<file path="config.mk">
export PLATFORM = sky130hd
export DESIGN_NAME = irq_controller_flat
export DESIGN_NICKNAME = d
export VERILOG_FILES = /design/src/rtl/irq_controller_if.sv /design/src/rtl/irq_controller.sv /design/src/flat_wrapper.sv
export SDC_FILE = /design/constraint.sdc
export NUM_CORES = 1
export LEC_CHECK = 0
export ABC_AREA = 1
export CORE_MARGIN = 3
export CORE_UTILIZATION = 40
export CTS_CLUSTER_SIZE = 20
export DETAILED_ROUTE_END_ITERATION = 16
export GPL_TIMING_DRIVEN = 0
export PLACE_DENSITY = 0.74
export SLEW_MARGIN = 30
export SYNTH_ARGS = -nofsm -noshare
export SYNTH_HDL_FRONTEND = slang
export SYNTH_SLANG_ARGS = --single-unit
</file>
<file path="constraint.sdc">
create_clock -name clk -period 3.5 [get_ports clk]
set_input_delay 0.875 -clock clk [delete_from_list [all_inputs] [get_ports clk]]
set_output_delay 0.875 -clock clk [all_outputs]
set_load 0.01 [all_outputs]
</file>
<file path="src/rtl/irq_controller_if.sv">
// rtl/irq_controller_if.sv - register window and trap handshake bundle for irq_controller
interface irq_controller_if #(
    parameter int N_IRQ   = 8,
    parameter int CAUSE_W = 32
);
    logic               reg_wr;
    logic [1:0]         reg_addr;
    logic [N_IRQ-1:0]   reg_wdata;
    logic [N_IRQ-1:0]   reg_rdata;
    logic               irq_req;
    logic [CAUSE_W-1:0] irq_cause;
    logic               irq_ack;
    logic               irq_done;
    logic               busy;

    // core / CSR side
    modport master (
        output reg_wr, reg_addr, reg_wdata, irq_ack, irq_done,
        input  reg_rdata, irq_req, irq_cause, busy
    );

    // controller side
    modport slave (
        input  reg_wr, reg_addr, reg_wdata, irq_ack, irq_done,
        output reg_rdata, irq_req, irq_cause, busy
    );
endinterface

</file>
<file path="src/rtl/irq_controller.sv">
// rtl/irq_controller.sv - fixed-priority multi-source interrupt controller with req/ack/done handshake
module irq_controller #(
    parameter int N_IRQ      = 8,
    parameter int CAUSE_W    = 32,
    parameter int CAUSE_BASE = 16
) (
    input  logic             clk,
    input  logic             reset,
    input  logic [N_IRQ-1:0] irq_src,
    irq_controller_if.slave  bus
);
    typedef enum logic [1:0] {
        IDLE    = 2'd0,
        REQ     = 2'd1,
        SERVICE = 2'd2
    } state_t;

    state_t             state;
    logic [N_IRQ-1:0]   enable;
    logic [N_IRQ-1:0]   mode;
    logic [N_IRQ-1:0]   pending;
    logic [N_IRQ-1:0]   src_q;
    logic [4:0]         win_id;
    logic               req_q;
    logic               busy_q;
    logic [CAUSE_W-1:0] cause_q;

    logic [N_IRQ-1:0]   elig;
    logic [N_IRQ-1:0]   rise;
    logic [N_IRQ-1:0]   clr;
    logic [N_IRQ-1:0]   win_mask;
    logic [N_IRQ-1:0]   ack_mask;
    logic [N_IRQ-1:0]   pending_nxt;
    logic [4:0]         win_nxt;
    logic [CAUSE_W-1:0] cause_nxt;
    logic               any_elig;
    logic               win_elig;
    logic               ack_take;
    logic               w1c;

    assign elig     = pending & enable;
    assign any_elig = |elig;
    assign rise     = irq_src & ~src_q;
    assign win_mask = N_IRQ'(1) << win_id;
    assign win_elig = |(elig & win_mask);
    assign ack_take = (state == REQ) && bus.irq_ack;
    assign ack_mask = ack_take ? win_mask : '0;
    assign w1c      = bus.reg_wr && (bus.reg_addr == 2'd2);
    assign clr      = (w1c ? bus.reg_wdata : '0) | ack_mask;

    // level sources follow the pin; edge sources latch a rise, which beats any same-cycle clear
    assign pending_nxt = (~mode & irq_src) | (mode & (rise | (pending & ~clr)));

    // lowest eligible index wins: scan downward so the last hit is the lowest
    always_comb begin
        win_nxt = '0;
        for (int i = N_IRQ - 1; i >= 0; i--) begin
            if (elig[i]) begin
                win_nxt = 5'(i);
            end
        end
    end

    // mcause for the candidate winner, MSB flags it as an interrupt
    always_comb begin
        cause_nxt = CAUSE_W'(CAUSE_BASE) + CAUSE_W'(win_nxt);
        cause_nxt[CAUSE_W-1] = 1'b1;
    end

    // source sampling, pending tracking and the software-writable registers
    always_ff @(posedge clk or posedge reset) begin
        if (reset) begin
            enable  <= '0;
            mode    <= '0;
            pending <= '0;
            src_q   <= '0;
        end else begin
            src_q   <= irq_src;
            pending <= pending_nxt;
            if (bus.reg_wr && bus.reg_addr == 2'd0) begin
                enable <= bus.reg_wdata;
            end
            if (bus.reg_wr && bus.reg_addr == 2'd1) begin
                mode <= bus.reg_wdata;
            end
        end
    end

    // request/service sequencer; the latched winner is not re-arbitrated while requesting
    always_ff @(posedge clk or posedge reset) begin
        if (reset) begin
            state   <= IDLE;
            win_id  <= '0;
            req_q   <= 1'b0;
            busy_q  <= 1'b0;
            cause_q <= '0;
        end else begin
            case (state)
                IDLE: begin
                    if (any_elig) begin
                        win_id  <= win_nxt;
                        cause_q <= cause_nxt;
                        req_q   <= 1'b1;
                        state   <= REQ;
                    end
                end
                REQ: begin
                    if (bus.irq_ack) begin
                        req_q  <= 1'b0;
                        busy_q <= 1'b1;
                        state  <= SERVICE;
                    end else if (!win_elig) begin
                        req_q <= 1'b0;
                        state <= IDLE;
                    end
                end
                SERVICE: begin
                    if (bus.irq_done) begin
                        busy_q <= 1'b0;
                        state  <= IDLE;
                    end
                end
                default: begin
                    req_q  <= 1'b0;
                    busy_q <= 1'b0;
                    state  <= IDLE;
                end
            endcase
        end
    end

    // combinational register read
    always_comb begin
        case (bus.reg_addr)
            2'd0:    bus.reg_rdata = enable;
            2'd1:    bus.reg_rdata = mode;
            2'd2:    bus.reg_rdata = pending;
            default: bus.reg_rdata = N_IRQ'({state, win_id});
        endcase
    end

    assign bus.irq_req   = req_q;
    assign bus.busy      = busy_q;
    assign bus.irq_cause = cause_q;
endmodule
</file>
<file path="src/flat_wrapper.sv">
// flat-port wrapper written by rule: the top's interface ports become plain ports
module irq_controller_flat 
#(
    parameter int N_IRQ      = 8,
    parameter int CAUSE_W    = 32,
    parameter int CAUSE_BASE = 16
)
  (clk, reset, irq_src, bus_reg_wr, bus_reg_addr, bus_reg_wdata, bus_irq_ack, bus_irq_done, bus_reg_rdata, bus_irq_req, bus_irq_cause, bus_busy);
  irq_controller_if #(.N_IRQ(N_IRQ), .CAUSE_W(CAUSE_W)) bus_i ();
  input  logic clk;
  input  logic reset;
  input  logic [N_IRQ-1:0] irq_src;
  input wire logic [$bits(bus_i.reg_wr)-1:0] bus_reg_wr;
  input wire logic [$bits(bus_i.reg_addr)-1:0] bus_reg_addr;
  input wire logic [$bits(bus_i.reg_wdata)-1:0] bus_reg_wdata;
  input wire logic [$bits(bus_i.irq_ack)-1:0] bus_irq_ack;
  input wire logic [$bits(bus_i.irq_done)-1:0] bus_irq_done;
  output wire logic [$bits(bus_i.reg_rdata)-1:0] bus_reg_rdata;
  output wire logic [$bits(bus_i.irq_req)-1:0] bus_irq_req;
  output wire logic [$bits(bus_i.irq_cause)-1:0] bus_irq_cause;
  output wire logic [$bits(bus_i.busy)-1:0] bus_busy;
  assign bus_i.reg_wr = bus_reg_wr;
  assign bus_i.reg_addr = bus_reg_addr;
  assign bus_i.reg_wdata = bus_reg_wdata;
  assign bus_i.irq_ack = bus_irq_ack;
  assign bus_i.irq_done = bus_irq_done;
  assign bus_reg_rdata = bus_i.reg_rdata;
  assign bus_irq_req = bus_i.irq_req;
  assign bus_irq_cause = bus_i.irq_cause;
  assign bus_busy = bus_i.busy;
  irq_controller #(.N_IRQ(N_IRQ), .CAUSE_W(CAUSE_W), .CAUSE_BASE(CAUSE_BASE)) u_core (.clk(clk), .reset(reset), .irq_src(irq_src), .bus(bus_i));
endmodule
</file>
# Yosys cells after proc, flatten, opt, wreduce, memory -nomap -nowiden
# Cells that the tools add are included.
# totals
input_bits,23
register_bits,73
out_inout_bits,42
# op_classes
bitwise,14
n_mux,23
reduce_logical,12
n_shift,1
n_eq_ne,8
add_sub_neg,1
# ops
operator,n
$and A8 B8 Y8,6
$mux W3,8
$not A8 Y8,3
$or A8 B8 Y8,3
$pmux W8 S3,1
$mux W8,2
$reduce_or A8 Y1,2
$reduce_and A3 Y1,3
$mux W2,4
$shl A1 B5 Y8 const A,1
$add A5 B3 Y6 const A,1
$pmux W1 S3,2
$pmux W2 S3,1
$mux W1,5
$eq A2 B1 Y1 const B,2
$eq A2 B2 Y1 const B,2
$logic_and A1 B1 Y1,4
$logic_not A2 Y1,2
$ne A2 B2 Y1 const B,2
$ne A3 B3 Y1 const B,1
$ne A2 B1 Y1 const B,1
$not A1 Y1,2
$reduce_and A2 Y1,1

# Depth between registers and ports, before layout
# depth
word_depth,10
mapped_depth,10
ltp_nobuf,10

# Worst setup path after synthesis
# Ideal clock, no wire load.
# synth_path
kind,input-to-output
startpoint,in bus_reg_addr[0]
endpoint,out bus_reg_rdata[0]
path_stages,7
t_required_ps,2625
path_buffers,0
arrival_time_ps,1398
setup_slack_ps,1227
cell_sequence,inv_2 > nand2_1 > inv_2 > nand2_1 > o21ai_1 > a21oi_1 > o21ai_1
# synth_via
elab_chain_len,2
elab_cells_between_ends,4
# synth_rtl
item,line,source
from (decl),flat_wrapper.sv:14,input wire logic [$bits(bus_i.reg_addr)-1:0] bus_reg_addr;
"$eq A2 B2 Y1, or another cell as far along",irq_controller.sv:134,case (bus.reg_addr)
$pmux W8 S3 *,irq_controller.sv:134,
to (decl),flat_wrapper.sv:18,output wire logic [$bits(bus_i.reg_rdata)-1:0] bus_reg_rdata;
# Mark *: on every way between the ends. The rest lies on a longest branch, timed or not.

# Worst setup path after layout
# layout_path
startpoint,in bus_reg_addr[1]
endpoint,out bus_reg_rdata[2]
# Same word-level chain as after synthesis.

==> flow_metrics.py <==
metrics = {
    "clock_network": {
        "cts_buffers": 5,
        "root_buffer": "clkbuf_8",
        "h-tree-depth": 2,
        "cts_tree": "yes",
        "cts.sink_count": 40,
        "clk_path_buf_depth": 2,
        "hold_buffers": 0,
        "path_clk_slew_ns": 0.08,
        "clkLatencyLatePin_ns": 0.29,
    },
    "min_path": {
        "whs_endpoint": "u_core.bus.irq_req",
        "holdCritPathClass": "flip-flop to flip-flop",
        "min_from": "u_core.bus.irq_req",
        "hold_path_depth": 2,
    },
    "detailed_routing": {
        "drt-initial-drc-count": 112,
        "ant_nets": 0,
        "route.detailed.drc": 0,
        "via_per_inst": 4.505,
        "vias": 1937,
        "wl_per_cell_microns": 11.43,
        "wirelength_mm": 4.916,
        "first_pass_iters": 4,
    },
    "logic_synthesis": {
        "synthTopCellsByCount": "106 x nand2_1, 40 x dfrtp_1, 28 x buf_4",
        "synth_cell_types": 26,
        "synth_cells": 286,
        "synth_edf_count": 0,
        "yosysSeqAreaShare_pct": 45.43,
        "synth_top_area_cell": "dfrtp_1",
        "synth-main-ff-cell": "dfrtp_1",
        "synth_top_area_share_pct": 45.43,
        "syn_avg_cell_area_sq_um": 7.704,
        "syn_area_sq_um": 2203,
        "synth_area_leaders": "dfrtp_1 45%, nand2_1 18%, buf_4 9.5%",
        "yosysWarnings": 0,
        "ys_ff_latch": 40,
        "yosysMostFrequentCell": "nand2_1",
        "synth-async-reset-ratio_pct": 100.0,
    },
    "sta": {
        "setup_viol": 0,
        "hold_viol": 0,
        "drv_slew": 0,
        "fmax_mhz": 306.2,
        "rsz0062_at_grt": "no",
        "fin_setup_tns_ns": 0,
        "fin_crit_sh_pct": 93.31,
        "layout_min_cycle_time_ns": 3.266,
        "hold_ws_ns": 0.4703,
        "finClkSkew_ns": 0.006242,
    },
    "floorplan": {
        "dieHeight_microns": 80.22,
        "fp.coreArea_sq_um": 5205,
        "die_area_sq_um": 6435,
        "chipWidth_microns": 80.22,
        "initial_utilization_pct": 42.33,
        "fp-row-count": 26,
        "io_pins": 65,
    },
    "outcome": {
        "outcome": "complete, no violations",
    },
    "worst_setup_path": {
        "worst-path-max-fanout": 8,
        "worstRegToRegCells": 10,
        "crit_type": "input pin to output pin",
        "start_kind": "input pin",
        "crit_arrival_ns": 2.39,
        "required_ns": 2.62,
        "r2r_start": "u_core.bus.irq_cause[2]",
        "r2r_end": "u_core.bus.irq_req",
        "crit_path_end_kind": "output pin",
        "rrSetupSlack_ns": 2.13,
    },
    "place": {
        "io_buffers": 37,
        "place_congestion": 0.9443,
        "dp_cells": 420,
        "dp_hpwl_mm": 3.824,
    },
    "run": {
        "drv_cap": 0,
    },
    "global_routing": {
        "antenna_found_initial": 0,
        "grt_max_degree": 23,
        "track_usage_pct": 15.90,
        "grt-ovfl-total": 0,
        "grt_pass1_wl_mm": 8.010,
        "grt_pass1_vias": 1706,
    },
    "cells_and_area": {
        "layout-drive-gt1-share_pct": 16.39,
        "fin_nets": 382,
        "nFillCells": 501,
        "syn_to_final_growth_pct": 31.23,
        "fin_cells": 430,
        "diodes": 0,
    },
    "power_and_ir_drop": {
        "p_leak_nw": 1.508,
        "peakVddDrop_mv": 0.2380,
        "power_w": 0.001480,
        "cellPowerDensity_nw_per_um2": 511.9,
    },
}
[per-layer routing]
layer  global-route usage [%]  vias up  wire (microns)
met4                    5.743        0              62
met5                        0        -               0
met3                    3.924        6             360
met2                    23.51       72            2162
li1                         -     1008               -
met1                    22.45      851            2331
[worst max-delay path, cell delays in order]
cell	delay (ns)
dlygate4sd2_1	0.34
nand2_1	0.14
inv_2	0.17
nand2_1	0.07
nand2_1	0.06
a21oi_1	0.04
o21ai_0	0.12
clkdlybuf4s50_1	0.59
[state kept, by name, summed over array words and instances (netlist names)]
register and count:
u_core.bus.busy 1, u_core.bus.irq_req 1, u_core.win_id 2, u_core.state 2, u_core.enable 8, u_core.pending 8, u_core.bus.irq_cause 2, u_core.mode 8
u_core.src_q 8
[kinds of logic after synthesis]
group,count (synthesis),synth area share (%)
AOI/OAI and AO/OA,35,8.746
DFF,40,45.43
buffers and inverters,60,16.01
and+or+nand+nor,150,29.64
other,1,0.1702
[stage by stage]
stage               area (sq um)  util, %  setup WS, ns
finish                      2892    55.55        0.2343
global route                2892    55.55        0.1055
CTS                         2892    55.55        0.2328
detailed placement          2786    53.53      -0.03276
global placement            2759    53.00     0.0001088
floorplan                   2301        -         1.227
[final cells by class]
class | instances | area [sq um] | share of cell area [%]
flip-flops and latches | 40 | 1001 | 34.62
multi-input cells | 212 | 947.2 | 32.76
repair buffers | 40 | 410.4 | 14.19
plain buffers | 30 | 226.5 | 7.832
inverters | 30 | 126.4 | 4.370
well taps | 70 | 87.58 | 3.029
clock buffers | 5 | 68.82 | 2.380
clock inverters | 3 | 23.77 | 0.8222
[where the power goes]
| part | internal (W) | switching, W |
|---|---|---|
| clock | 0.000141 | 0.000168 |
| sequential | 0.000548 | 0.0000928 |
| combinational | 0.000245 | 0.000285 |
| total | 0.000934 | 0.000546 |
[what timing repair did]
item,in CTS,in global routing
endpoints found under the setup margin,3,0
gates resized for setup,2,0
setup buffers,2,0
[cell usage in the layout, fill, tap and decap left out, types with 3 or more instances in the layout]
cell type / Yosys / final
clkdlybuf4s50_1: 0 / 35
nor2_1: 7 / 7
o21ai_1: 19 / 19
clkbuf_8: 0 / 5
inv_1: 25 / 24
nor2_4: 3 / 3
a21oi_1: 4 / 4
nor2_2: 4 / 4
dfrtp_1: 40 / 40
nand3_1: 15 / 15
nand4_1: 7 / 7
nand2_2: 4 / 4
conb_1: 1 / 27
o21ai_0: 6 / 6
nand2_1: 106 / 106
inv_2: 4 / 5
buf_4: 28 / 30
[worst max path at each step]
stage	start	to	slack, ns	depth (start not counted)
after floorplan	bus_reg_addr[0]	bus_reg_rdata[0]	1.23	7
after global routing	bus_reg_addr[0]	bus_reg_rdata[0]	0.11	8
after detailed placement	bus_reg_addr[0]	bus_reg_rdata[0]	-0.03	8
after CTS	bus_reg_addr[0]	bus_reg_rdata[0]	0.23	8
final	bus_reg_addr[1]	bus_reg_rdata[2]	0.23	8
after global placement	bus_reg_addr[1]	bus_reg_rdata[2]	0.0001	8
Power figures use the tool's default switching activity.
